==> config.mk <==
export PLATFORM = sky130hd
export DESIGN_NAME = router_port
export DESIGN_NICKNAME = d
export VERILOG_FILES = /design/src/rtl/noc_pkg.sv /design/src/rtl/pkt_fifo.sv /design/src/rtl/router_port.sv
export SDC_FILE = /design/constraint.sdc
export NUM_CORES = 1
export LEC_CHECK = 0
export ABC_CLOCK_PERIOD_IN_PS = 2300
export BUFFER_PORTS_ARGS = -buffer_cell sky130_fd_sc_hd__buf_2
export CAP_MARGIN = 15
export CORE_ASPECT_RATIO = 1.1
export CORE_MARGIN = 2
export CORE_UTILIZATION = 45
export CTS_CLUSTER_DIAMETER = 120
export DETAILED_ROUTE_END_ITERATION = 8
export HOLD_SLACK_MARGIN = 0.06
export PLACE_DENSITY = 0.7
export SYNTH_ARGS = -nofsm -noshare
export SYNTH_HDL_FRONTEND = slang
export SYNTH_HIERARCHICAL = 1
export SYNTH_SLANG_ARGS = --single-unit
export TNS_END_PERCENT = 10
==> constraint.sdc <==
create_clock -name clk -period 2.3 [get_ports clk]
set_input_delay 0.46 -clock clk [delete_from_list [all_inputs] [get_ports clk]]
set_output_delay 0.46 -clock clk [all_outputs]
set_load 0.05 [all_outputs]
==> src/rtl/noc_pkg.sv <==
// noc_pkg: shared packet, byte-index and link FSM state types for the NoC router port
package noc_pkg;
  typedef logic [31:0] pkt_t;
  localparam int BYTES_PER_PKT = 4;
  typedef logic [1:0] byte_idx_t;
  typedef enum logic {R_IDLE, R_RECV} rx_state_t;
  typedef enum logic [1:0] {T_IDLE, T_WAIT, T_SEND} tx_state_t;
  function automatic logic [7:0] pkt_byte(input pkt_t p, input byte_idx_t i);
    return p[8*(BYTES_PER_PKT-1-int'(i)) +: 8];
  endfunction
endpackage

==> src/rtl/pkt_fifo.sv <==
// pkt_fifo: small packet FIFO with combinational read and occupancy count
module pkt_fifo #(
  parameter int WIDTH = 32,
  parameter int DEPTH = 2,
  localparam int AW = DEPTH > 1 ? $clog2(DEPTH) : 1,
  localparam int CW = $clog2(DEPTH + 1)
) (
  input  logic             clk,
  input  logic             rst,
  input  logic             push,
  input  logic [WIDTH-1:0] din,
  input  logic             pop,
  output logic [WIDTH-1:0] dout,
  output logic [CW-1:0]    count
);
  localparam logic [CW-1:0] FULL = CW'(DEPTH);
  localparam logic [AW-1:0] LAST = AW'(DEPTH - 1);
  logic [WIDTH-1:0] mem [DEPTH];
  logic [AW-1:0] wr_ptr, rd_ptr;
  logic do_push, do_pop;
  assign do_pop  = pop && count != '0;
  assign do_push = push && (count != FULL || do_pop);
  assign dout    = mem[rd_ptr];
  // storage has no reset; only pointers and count define what is valid
  always_ff @(posedge clk)
    if (do_push) mem[wr_ptr] <= din;
  // pointers wrap at DEPTH; simultaneous push and pop leaves count unchanged
  always_ff @(posedge clk or posedge rst)
    if (rst) begin
      wr_ptr <= '0;
      rd_ptr <= '0;
      count  <= '0;
    end else begin
      if (do_push) wr_ptr <= wr_ptr == LAST ? '0 : wr_ptr + AW'(1);
      if (do_pop) rd_ptr <= rd_ptr == LAST ? '0 : rd_ptr + AW'(1);
      count <= count + CW'(do_push) - CW'(do_pop);
    end
endmodule

==> src/rtl/router_port.sv <==
// router_port: router end of a node link; reassembles/serializes 4-byte packets (ROUTER_PORT_STATS_EN adds packet counters)
module router_port
  import noc_pkg::*;
#(
  parameter int RX_DEPTH = 2
) (
  input  logic       clk,
  input  logic       rst,
  output logic       free_outbound,
  input  logic       put_outbound,
  input  logic [7:0] payload_outbound,
  input  logic       free_inbound,
  output logic       put_inbound,
  output logic [7:0] payload_inbound,
  output pkt_t       rx_pkt,
  output logic       rx_valid,
  input  logic       rx_ready,
  input  pkt_t       tx_pkt,
  input  logic       tx_valid,
  output logic       tx_ready
`ifdef ROUTER_PORT_STATS_EN
  ,
  output logic [15:0] rx_pkt_count,
  output logic [15:0] tx_pkt_count
`endif
);
  localparam int CW = $clog2(RX_DEPTH + 1);
  localparam logic [CW-1:0] FULL = CW'(RX_DEPTH);
  rx_state_t rx_state;
  byte_idx_t rx_cnt;
  logic [23:0] rx_hold;
  logic [CW-1:0] fifo_count;
  logic rx_push, rx_pop;
  tx_state_t tx_state;
  byte_idx_t tx_cnt;
  pkt_t tx_shift;
  logic tx_done;
  assign free_outbound = rx_state == R_IDLE && fifo_count < FULL;
  assign rx_push       = rx_state == R_RECV && put_outbound && rx_cnt == 2'd3;
  assign rx_valid      = fifo_count != '0;
  assign rx_pop        = rx_valid && rx_ready;
  assign tx_ready      = tx_state == T_IDLE;
  assign tx_done       = tx_state == T_SEND && tx_cnt == 2'd0;
  pkt_fifo #(.WIDTH(32), .DEPTH(RX_DEPTH)) u_rx_fifo (
    .clk   (clk),
    .rst   (rst),
    .push  (rx_push),
    .din   ({rx_hold, payload_outbound}),
    .pop   (rx_pop),
    .dout  (rx_pkt),
    .count (fifo_count)
  );
  // receive: a packet starts only when a FIFO slot is free, then bytes shift in MSB first with stalls tolerated
  always_ff @(posedge clk or posedge rst)
    if (rst) begin
      rx_state <= R_IDLE;
      rx_cnt   <= '0;
      rx_hold  <= '0;
    end else if (rx_state == R_IDLE) begin
      if (put_outbound && free_outbound) begin
        rx_hold  <= {rx_hold[15:0], payload_outbound};
        rx_cnt   <= 2'd1;
        rx_state <= R_RECV;
      end
    end else if (put_outbound) begin
      rx_hold  <= {rx_hold[15:0], payload_outbound};
      rx_cnt   <= rx_cnt + 2'd1;
      rx_state <= rx_cnt == 2'd3 ? R_IDLE : R_RECV;
    end
  // transmit: latch packet, wait for node buffer free, then four contiguous bytes; tx_cnt wrap to 0 marks completion
  always_ff @(posedge clk or posedge rst)
    if (rst) begin
      tx_state        <= T_IDLE;
      tx_cnt          <= '0;
      tx_shift        <= '0;
      put_inbound     <= 1'b0;
      payload_inbound <= '0;
    end else begin
      case (tx_state)
        T_IDLE: if (tx_valid) begin
          tx_shift <= tx_pkt;
          tx_state <= T_WAIT;
        end
        T_WAIT: if (free_inbound) begin
          put_inbound     <= 1'b1;
          payload_inbound <= pkt_byte(tx_shift, 2'd0);
          tx_cnt          <= 2'd1;
          tx_state        <= T_SEND;
        end
        T_SEND: begin
          put_inbound     <= tx_cnt != 2'd0;
          payload_inbound <= tx_cnt != 2'd0 ? pkt_byte(tx_shift, tx_cnt) : 8'h00;
          tx_cnt          <= tx_cnt != 2'd0 ? tx_cnt + 2'd1 : 2'd0;
          tx_state        <= tx_cnt != 2'd0 ? T_SEND : T_IDLE;
        end
        default: tx_state <= T_IDLE;
      endcase
    end
`ifdef ROUTER_PORT_STATS_EN
  // saturating counts of packets pushed into the FIFO and packets fully sent
  always_ff @(posedge clk or posedge rst)
    if (rst) begin
      rx_pkt_count <= '0;
      tx_pkt_count <= '0;
    end else begin
      if (rx_push && rx_pkt_count != 16'hFFFF) rx_pkt_count <= rx_pkt_count + 16'd1;
      if (tx_done && tx_pkt_count != 16'hFFFF) tx_pkt_count <= tx_pkt_count + 16'd1;
    end
`endif
endmodule

==> results of run 1 <==
-- synthesized netlist by cell type, types with 2 or more instances --
| cell | number |
|---|---|
| buf_12 | 3 |
| nor2b_1 | 2 |
| edfxtp_1 | 64 |
| nand2_1 | 13 |
| a32oi_1 | 10 |
| buf_2 | 4 |
| nor3b_1 | 6 |
| xnor2_1 | 2 |
| mux2_2 | 45 |
| inv_1 | 8 |
| and2_1 | 2 |
| ha_1 | 6 |
| a31oi_1 | 6 |
| nand3_1 | 8 |
| dfrtp_1 | 76 |
| buf_6 | 5 |
| mux2_4 | 59 |
| nand2b_1 | 5 |
| a21oi_1 | 2 |
| mux2i_1 | 2 |
| clkbuf_1 | 3 |
| buf_1 | 2 |
| nor2_1 | 4 |
| buf_4 | 2 |
| o21ai_0 | 3 |
-- per-stage QoR --
step           area (µm²)  std cells   util  TNS [ns]
6_report             7210        634  0.548         0
3_5_place_dp         6620        601  0.503         0
3_3_place_gp         6620        601  0.503         0
4_1_cts              7210        634  0.548         0
5_1_grt              7210        634  0.548  -0.00682
2_1_floorplan        6020        357      -         0
-- sequential cells by signal, indices dropped and copies added, names as in the netlist --
signal and count:
put_inbound 1, payload_inbound 8, rx_state 1, tx_shift 32
rx_hold 24, tx_state 2, tx_cnt 2, u_rx_fifo/mem 64
u_rx_fifo/rd_ptr 1, u_rx_fifo/count 2, rx_cnt 2, u_rx_fifo/wr_ptr 1
-- cells by family (layout without fill, tap and decap cells) --
| group | Yosys count | count (layout) | synth area share |
|---|---|---|---|
| AO/OA/AOI/OAI | 27 | 27 | 0.0331 |
| flip-flops | 140 | 140 | 0.635 |
| XOR/XNOR | 3 | 3 | 0.00437 |
| AND/OR/NAND/NOR | 48 | 48 | 0.0468 |
| multiplexers | 106 | 106 | 0.235 |
| buffers and inverters | 27 | 143 | 0.0333 |
| adder cells (fa/ha/maj) | 6 | 6 | 0.0125 |
-- per-layer routing --
metal / share of wire / vias up / track usage
li1: - / 1536 / -
met1: 0.43 / 1661 / 0.185
met2: 0.49 / 95 / 0.257
met3: 0.051 / 22 / 0.0509
met4: 0.023 / 2 / 0.0753
met5: 0.0012 / - / 0
-- worst max-delay path, delay by kind of cell, from the launching register on --
| family | cells | cell delay, ns |
|---|---|---|
| XOR/XNOR | 2 | 0.28 |
| adder cells (fa/ha/maj) | 2 | 0.37 |
| buffers and inverters | 1 | 0.06 |
| flip-flops | 1 | 0.45 |
| AND/OR/NAND/NOR | 4 | 0.94 |
-- power breakdown --
| group | internal [mW] | total, mW | switching, mW | leakage [nW] |
|---|---|---|---|---|
| Clock | 1.60 | 2.64 | 1.04 | 0.264 |
| Combinational | 1.78 | 3.97 | 2.19 | 1.34 |
| Sequential | 3.49 | 4.00 | 0.518 | 1.47 |
| Total | 6.86 | 10.6 | 3.76 | 3.08 |
-- worst min-delay path by stage --
| stage | slack [ns] | endpoint | depth (start not counted) | start |
|---|---|---|---|---|
| after floorplan | 0.23 | u_rx_fifo/count[0]$_DFF_PP0_ | 1 | rst |
| after detailed placement | 0.38 | u_rx_fifo/count[1]$_DFF_PP0_ | 2 | rst |
| after global placement | 0.37 | u_rx_fifo/wr_ptr$_DFFE_PP0P_ | 2 | rst |
| after CTS | 0.22 | u_rx_fifo/mem[1][7]$_DFFE_PP_ | 1 | payload_outbound[7] |
| after global routing | 0.23 | u_rx_fifo/mem[0][3]$_DFFE_PP_ | 1 | payload_outbound[3] |
| final | 0.24 | u_rx_fifo/mem[1][7]$_DFFE_PP_ | 1 | payload_outbound[7] |
-- cell type report --
| cell class | instances | area, µm² | area share |
|---|---|---|---|
| inverter | 8 | 30.0 | 0.00416 |
| clock inverter | 13 | 141 | 0.0196 |
| clock buffer | 19 | 433 | 0.0600 |
| multi-input combinational | 190 | 2000 | 0.278 |
| sequential | 140 | 3820 | 0.530 |
| tap | 161 | 201 | 0.0279 |
| timing repair buffer | 103 | 578 | 0.0801 |
-- timing repair --
item / 4_1_cts / 5_1_grt
hold buffers: 1 / 0
buffers inserted: 0 / 0
setup endpoints to repair: 0 / 1
endpoints found under the hold margin: 4 / 0
resized for setup: 0 / 1
==> results by group, run 1 <==
Global routing
  – GRT Overall Usage: 0.156
  – First-pass GRT wire length: 17.0 mm
  – Initial antenna violation count: 1
  – Largest net degree at the start of global routing: 49
  – Vias in the first global route: approximately 3400
  – Grt total ovfl: 0

Clock tree
  – CTS buffer count: 17
  – Htree depth: 4
  – CTS root buf: clkbuf_16
  – Clk Latency, worst-skew pair: approximately 0.42 ns
  – Clock sink count: 140
  – CTS Buffer Depth: 2
  – Clock transition at path regs: about 0.060 ns
  – CTS tree: built

Detailed routing
  – Iteration-0 DRC Markers: 140
  – Final antenna-violating net count: 0
  – Routed wire length: 10.5 mm
  – Vias per inst: roughly 5.2
  – Drt pass-1 iters: 4
  – Vias post-DR: 3316
  – WL/cell: ~17 µm
  – Drt drc: 0

Critical path
  – Worst setup EP type: register
  – Critical-path cell with the highest stage delay: dfrtp_1
  – Critical path class: register to register
  – FF-to-FF Start: u_rx_fifo/count[0]$_DFF_PP0_
  – Reg-to-reg critical path endpoint: u_rx_fifo/count[1]$_DFF_PP0_
  – Critical path arrival: roughly 2.5 ns
  – Worst path max stage delay: 0.45 ns
  – Critical Path Source Type: register
  – Crit path cell chain: or2_2 > and2_1 > nor3b_4 > nand2b_1 > ha_1 > inv_1 > ha_1 > xnor2_1 > xnor2_1
  – Reg2Reg Depth: 9
  – Worst EP required: 2.64 ns
  – Crit path from: u_rx_fifo/count[0]$_DFF_PP0_
  – Crit path to: u_rx_fifo/count[1]$_DFF_PP0_
  – FF-to-FF setup slack: 0.13 ns
  – Worst Path Max Fanout: 5

Synthesis
  – Post-synth cell types: 40
  – Post-synth EDFFs: 64
  – Synth area leader: edfxtp_1
  – Sequential fraction of the synthesis area: 0.635
  – Syn avg cell area: 16.9 µm²
  – Post-synth ARST share: 0.543
  – Seq cells post-synth: 140
  – Ys flop type: dfrtp_1
  – Yosys top cell area share: 0.319
  – Syn_nets: 409
  – Synth area leaders: edfxtp_1 (32%), dfrtp_1 (32%), mux2_4 (15%)
  – Mapped cell area: 0.00602 mm²
  – Syn Inst Count: 357
  – Ys Warns: 6

STA
  – Minimum clock period after layout: 2.17 ns
  – Worst-Margin Slew: 0.634 ns
  – Final clock skew: 0.00580 ns
  – Fmax: 461 MHz
  – Setup violators final: 0
  – Max Slew Vio Count: 0
  – Hold slack final: 0.241 ns
  – PnR worst setup slack: 0.131 ns
  – Max transition margin: 0.576
  – Fin. Hold Viols: 0
  – Ratio of final minimum period to clock period: 0.943

Final layout
  – Layout fillers: 1066
  – Nets: around 500
  – Syn-to-layout area delta: 19.9%
  – Commonest non-fill, non-tap cell in the layout: buf_2
  – Antenna fix cells: 0
  – Commonest non-fill, non-tap cells in the layout: buf_2 (89), dfrtp_1 (75), edfxtp_1 (64), mux2_4 (59), mux2_2 (45)
  – Share of cells above drive strength 1: 0.516

Pwr
  – Peak VDD IR: 741 µV
  – Final Power: ~11 mW
  – Lkg Pwr: 3.08 nW
  – PD cells: 1470 mW/mm²

Die
  – Chip width: ~110 µm
  – Ports: 90
  – Core ar.: around 0.013 mm²
  – Row count: 44
  – Die height: roughly 130 µm
  – Die ar.: around 0.014 mm²
  – Starting Density: 0.457

Run
  – Maxcap violations: 0

Status
  – Status: complete, no violations

Placed design
  – RePlAce Congestion: between 0.7 and 0.8
  – Post-Place Worst Slack: about 0.17 ns
  – Hpwl dp: 6.73 mm
  – IO Port Bufs: between 80 and 90

Min path
  – Hold/Removal Path Class: primary input to register
(Power assumes the default switching activity.)
==> run 2, diff against run 1 <==
--- a/config.mk
+++ b/config.mk
@@ -10,11 +10,11 @@
 export CAP_MARGIN = 15
 export CORE_ASPECT_RATIO = 1.1
 export CORE_MARGIN = 2
-export CORE_UTILIZATION = 45
+export CORE_UTILIZATION = 35
 export CTS_CLUSTER_DIAMETER = 120
 export DETAILED_ROUTE_END_ITERATION = 8
 export HOLD_SLACK_MARGIN = 0.06
-export PLACE_DENSITY = 0.7
+export PLACE_DENSITY = 0.57
 export SYNTH_ARGS = -nofsm -noshare
 export SYNTH_HDL_FRONTEND = slang
 export SYNTH_HIERARCHICAL = 1
==> results by group, run 2 (synthesis results as in run 1) <==
Pwr
  – Lkg Pwr: 3.11 nW
  – Sequential share of power: 0.371
  – Peak VDD IR: 790 µV
  – Final Power: 10.8 mW
  – PD cells: 1460 mW/mm²
  – Comb pwr share: 0.370
  – Internal power: 6.94 mW
  – Clock power share: 0.259
  – Net Sw Power: about 3.8 mW
  – Switching share of power: 0.355

Critical path
  – Worst EP required: roughly 2.6 ns
  – Worst Path Max Fanout: 7
  – Critical Path Source Type: register
  – Worst setup EP type: register
  – Critical path arrival: 2.51 ns
  – Critical path class: register to register

STA
  – Worst-Margin Slew: around 0.99 ns
  – Minimum clock period after layout: 2.18 ns
  – Max Slew Vio Count: 0
  – RSZ-0062 raised after global routing: no
  – Ratio of final minimum period to clock period: 0.947
  – TNS Setup: 0 ns
  – Fmax: 459 MHz
  – Final clock skew: 0.00718 ns
  – Max transition margin: 0.336
  – Fin. Hold Viols: 0
  – Setup violators final: 0

Detailed routing
  – Routed wire length: around 11 mm
  – Final antenna-violating net count: 0
  – Iteration-0 DRC Markers: 75
  – Vias post-DR: 3291
  – Drt drc: 0
  – Drt pass-1 iters: 4
  – Vias per inst: 4.65
  – WL/cell: roughly 16 µm

Final layout
  – Reg with most FFs: u_rx_fifo/mem
  – Syn-to-layout area delta: 22.2%
  – Antenna fix cells: 0
  – Layout fillers: 1527
  – Commonest non-fill, non-tap cell in the layout: buf_2
  – Commonest non-fill, non-tap cells in the layout: buf_2 (89), dfrtp_1 (75), edfxtp_1 (64), mux2_4 (59), mux2_2 (45)
  – Largest register FFs: 64
  – Multi-input gate area: approximately 0.002 mm²
  – Top flop regs: u_rx_fifo/mem: 64 flops, tx_shift: 32 flops, rx_hold: 24 flops
  – Nets: 513
  – Fin util: 0.434
  – Final Instance Area: 0.00735 mm²
  – Share of cells above drive strength 1: 0.523
  – Sequential cell area: 0.00382 mm²

Clock tree
  – Htree depth: 4
  – Clk Latency, worst-skew pair: slightly above 0.4 ns
  – CTS tree: built
  – CTS buffer count: 17
  – CTS Buffer Depth: 2
  – Clock sink count: 140
  – Clock transition at path regs: 0.06 ns
  – CTS root buf: clkbuf_16

Min path
  – Hold/Removal Path Class: primary input to register

Placed design
  – IO Port Bufs: 89
  – RePlAce Congestion: 0.784
  – Hpwl dp: 7.34 mm
  – Dpl cell area: 0.00673 mm²

Global routing
  – GRT Overall Usage: 0.130
  – Vias in the first global route: about 3500
  – Grt total ovfl: 0
  – Initial antenna violation count: 0
  – Largest net degree at the start of global routing: between 40 and 50
  – First-pass GRT wire length: 18.3 mm

Die
  – Die height: 142 µm
  – Chip width: 129 µm
  – Ports: 90
  – Row count: 50
  – Core ar.: 0.0170 mm²
  – Die ar.: 0.0183 mm²
  – Starting Density: 0.355

Run
  – Maxcap violations: 0

Status
  – Status: complete, no violations
[run 2: cell types whose count changed in the layout (fill, tap and decap cells not counted), moves of 2 or more]
cell | previous run | this run
inv_6 | 3 | 5
clkinv_4 | 1 | 3
clkbuf_1 | 2 | 0
clkbuf_8 | 0 | 2
clkinvlp_4 | 5 | 2
[run 2: layer usage]
metal	routed length, µm	vias to the layer above	global-route usage
met2	5580	87	0.219
met3	544	11	0.0422
met4	141	0	0.0441
met1	4880	1651	0.158
li1	-	1542	-
met5	0	-	0
[run 2: worst paths after layout]
path / cells past startpoint / slack, ns / startpoint / endpoint
max: 9 / 0.12 / u_rx_fifo/count[1]$_DFF_PP0_ / u_rx_fifo/count[1]$_DFF_PP0_
min: 1 / 0.25 / payload_outbound[7] / u_rx_fifo/mem[1][7]$_DFFE_PP_
max reg2reg: 9 / 0.12 / u_rx_fifo/count[1]$_DFF_PP0_ / u_rx_fifo/count[1]$_DFF_PP0_
min reg2reg: 0 / 0.47 / rx_hold[19]$_DFFE_PP0P_ / u_rx_fifo/mem[0][27]$_DFFE_PP_
max in group asynchronous: 4 / 1.16 / rst / tx_shift[10]$_DFFE_PP0P_
min in group asynchronous: 3 / 0.50 / rst / u_rx_fifo/count[0]$_DFF_PP0_
[run 2: metrics by stage]
stage	setup WS (ns)	cells	hold WS, ns
final	0.122	708	0.254
after global routing	0.0121	708	0.240
after CTS	0.0642	708	0.234
after detailed placement	0.0729	675	0.384
after global placement	0.184	675	0.374
after floorplan	0.0151	357	0.226
[run 2: what timing repair did]
item	4_1_cts	5_1_grt
endpoints found under the setup margin	0	1
hold buffers	1	0
hold endpoints to repair	15	0
buffers inserted	0	0
gates resized for setup	0	1
[run 2: final cells by class]
class                      count  share of cell area
multi-input combinational    190               0.273
inverter                       8             0.00408
tap                          234              0.0398
clock inverter                13              0.0213
clock buffer                  19              0.0616
timing repair buffer         104              0.0796
sequential                   140               0.520
[run 2: power groups by stage]
| stage | Sequential, mW | Clock, mW | Combinational [mW] |
|---|---|---|---|
| finish | 4.00 | 2.78 | 3.98 |
| global placement | 3.99 | 0 | 3.96 |
| CTS | 4.00 | 2.86 | 4.04 |
| floorplan | 4.10 | 0 | 3.19 |
| global route | 4.12 | 2.96 | 4.27 |
| detailed placement | 4.03 | 0 | 4.02 |
[run 2: critical path, stage by stage, from the launching register on]
cell      delay [ns]
dfrtp_1         0.46
or2_2           0.31
and2_1          0.20
nor3b_4         0.27
nand2b_1        0.16
ha_1            0.23
inv_1           0.06
ha_1            0.15
xnor2_1         0.13
xnor2_1         0.13
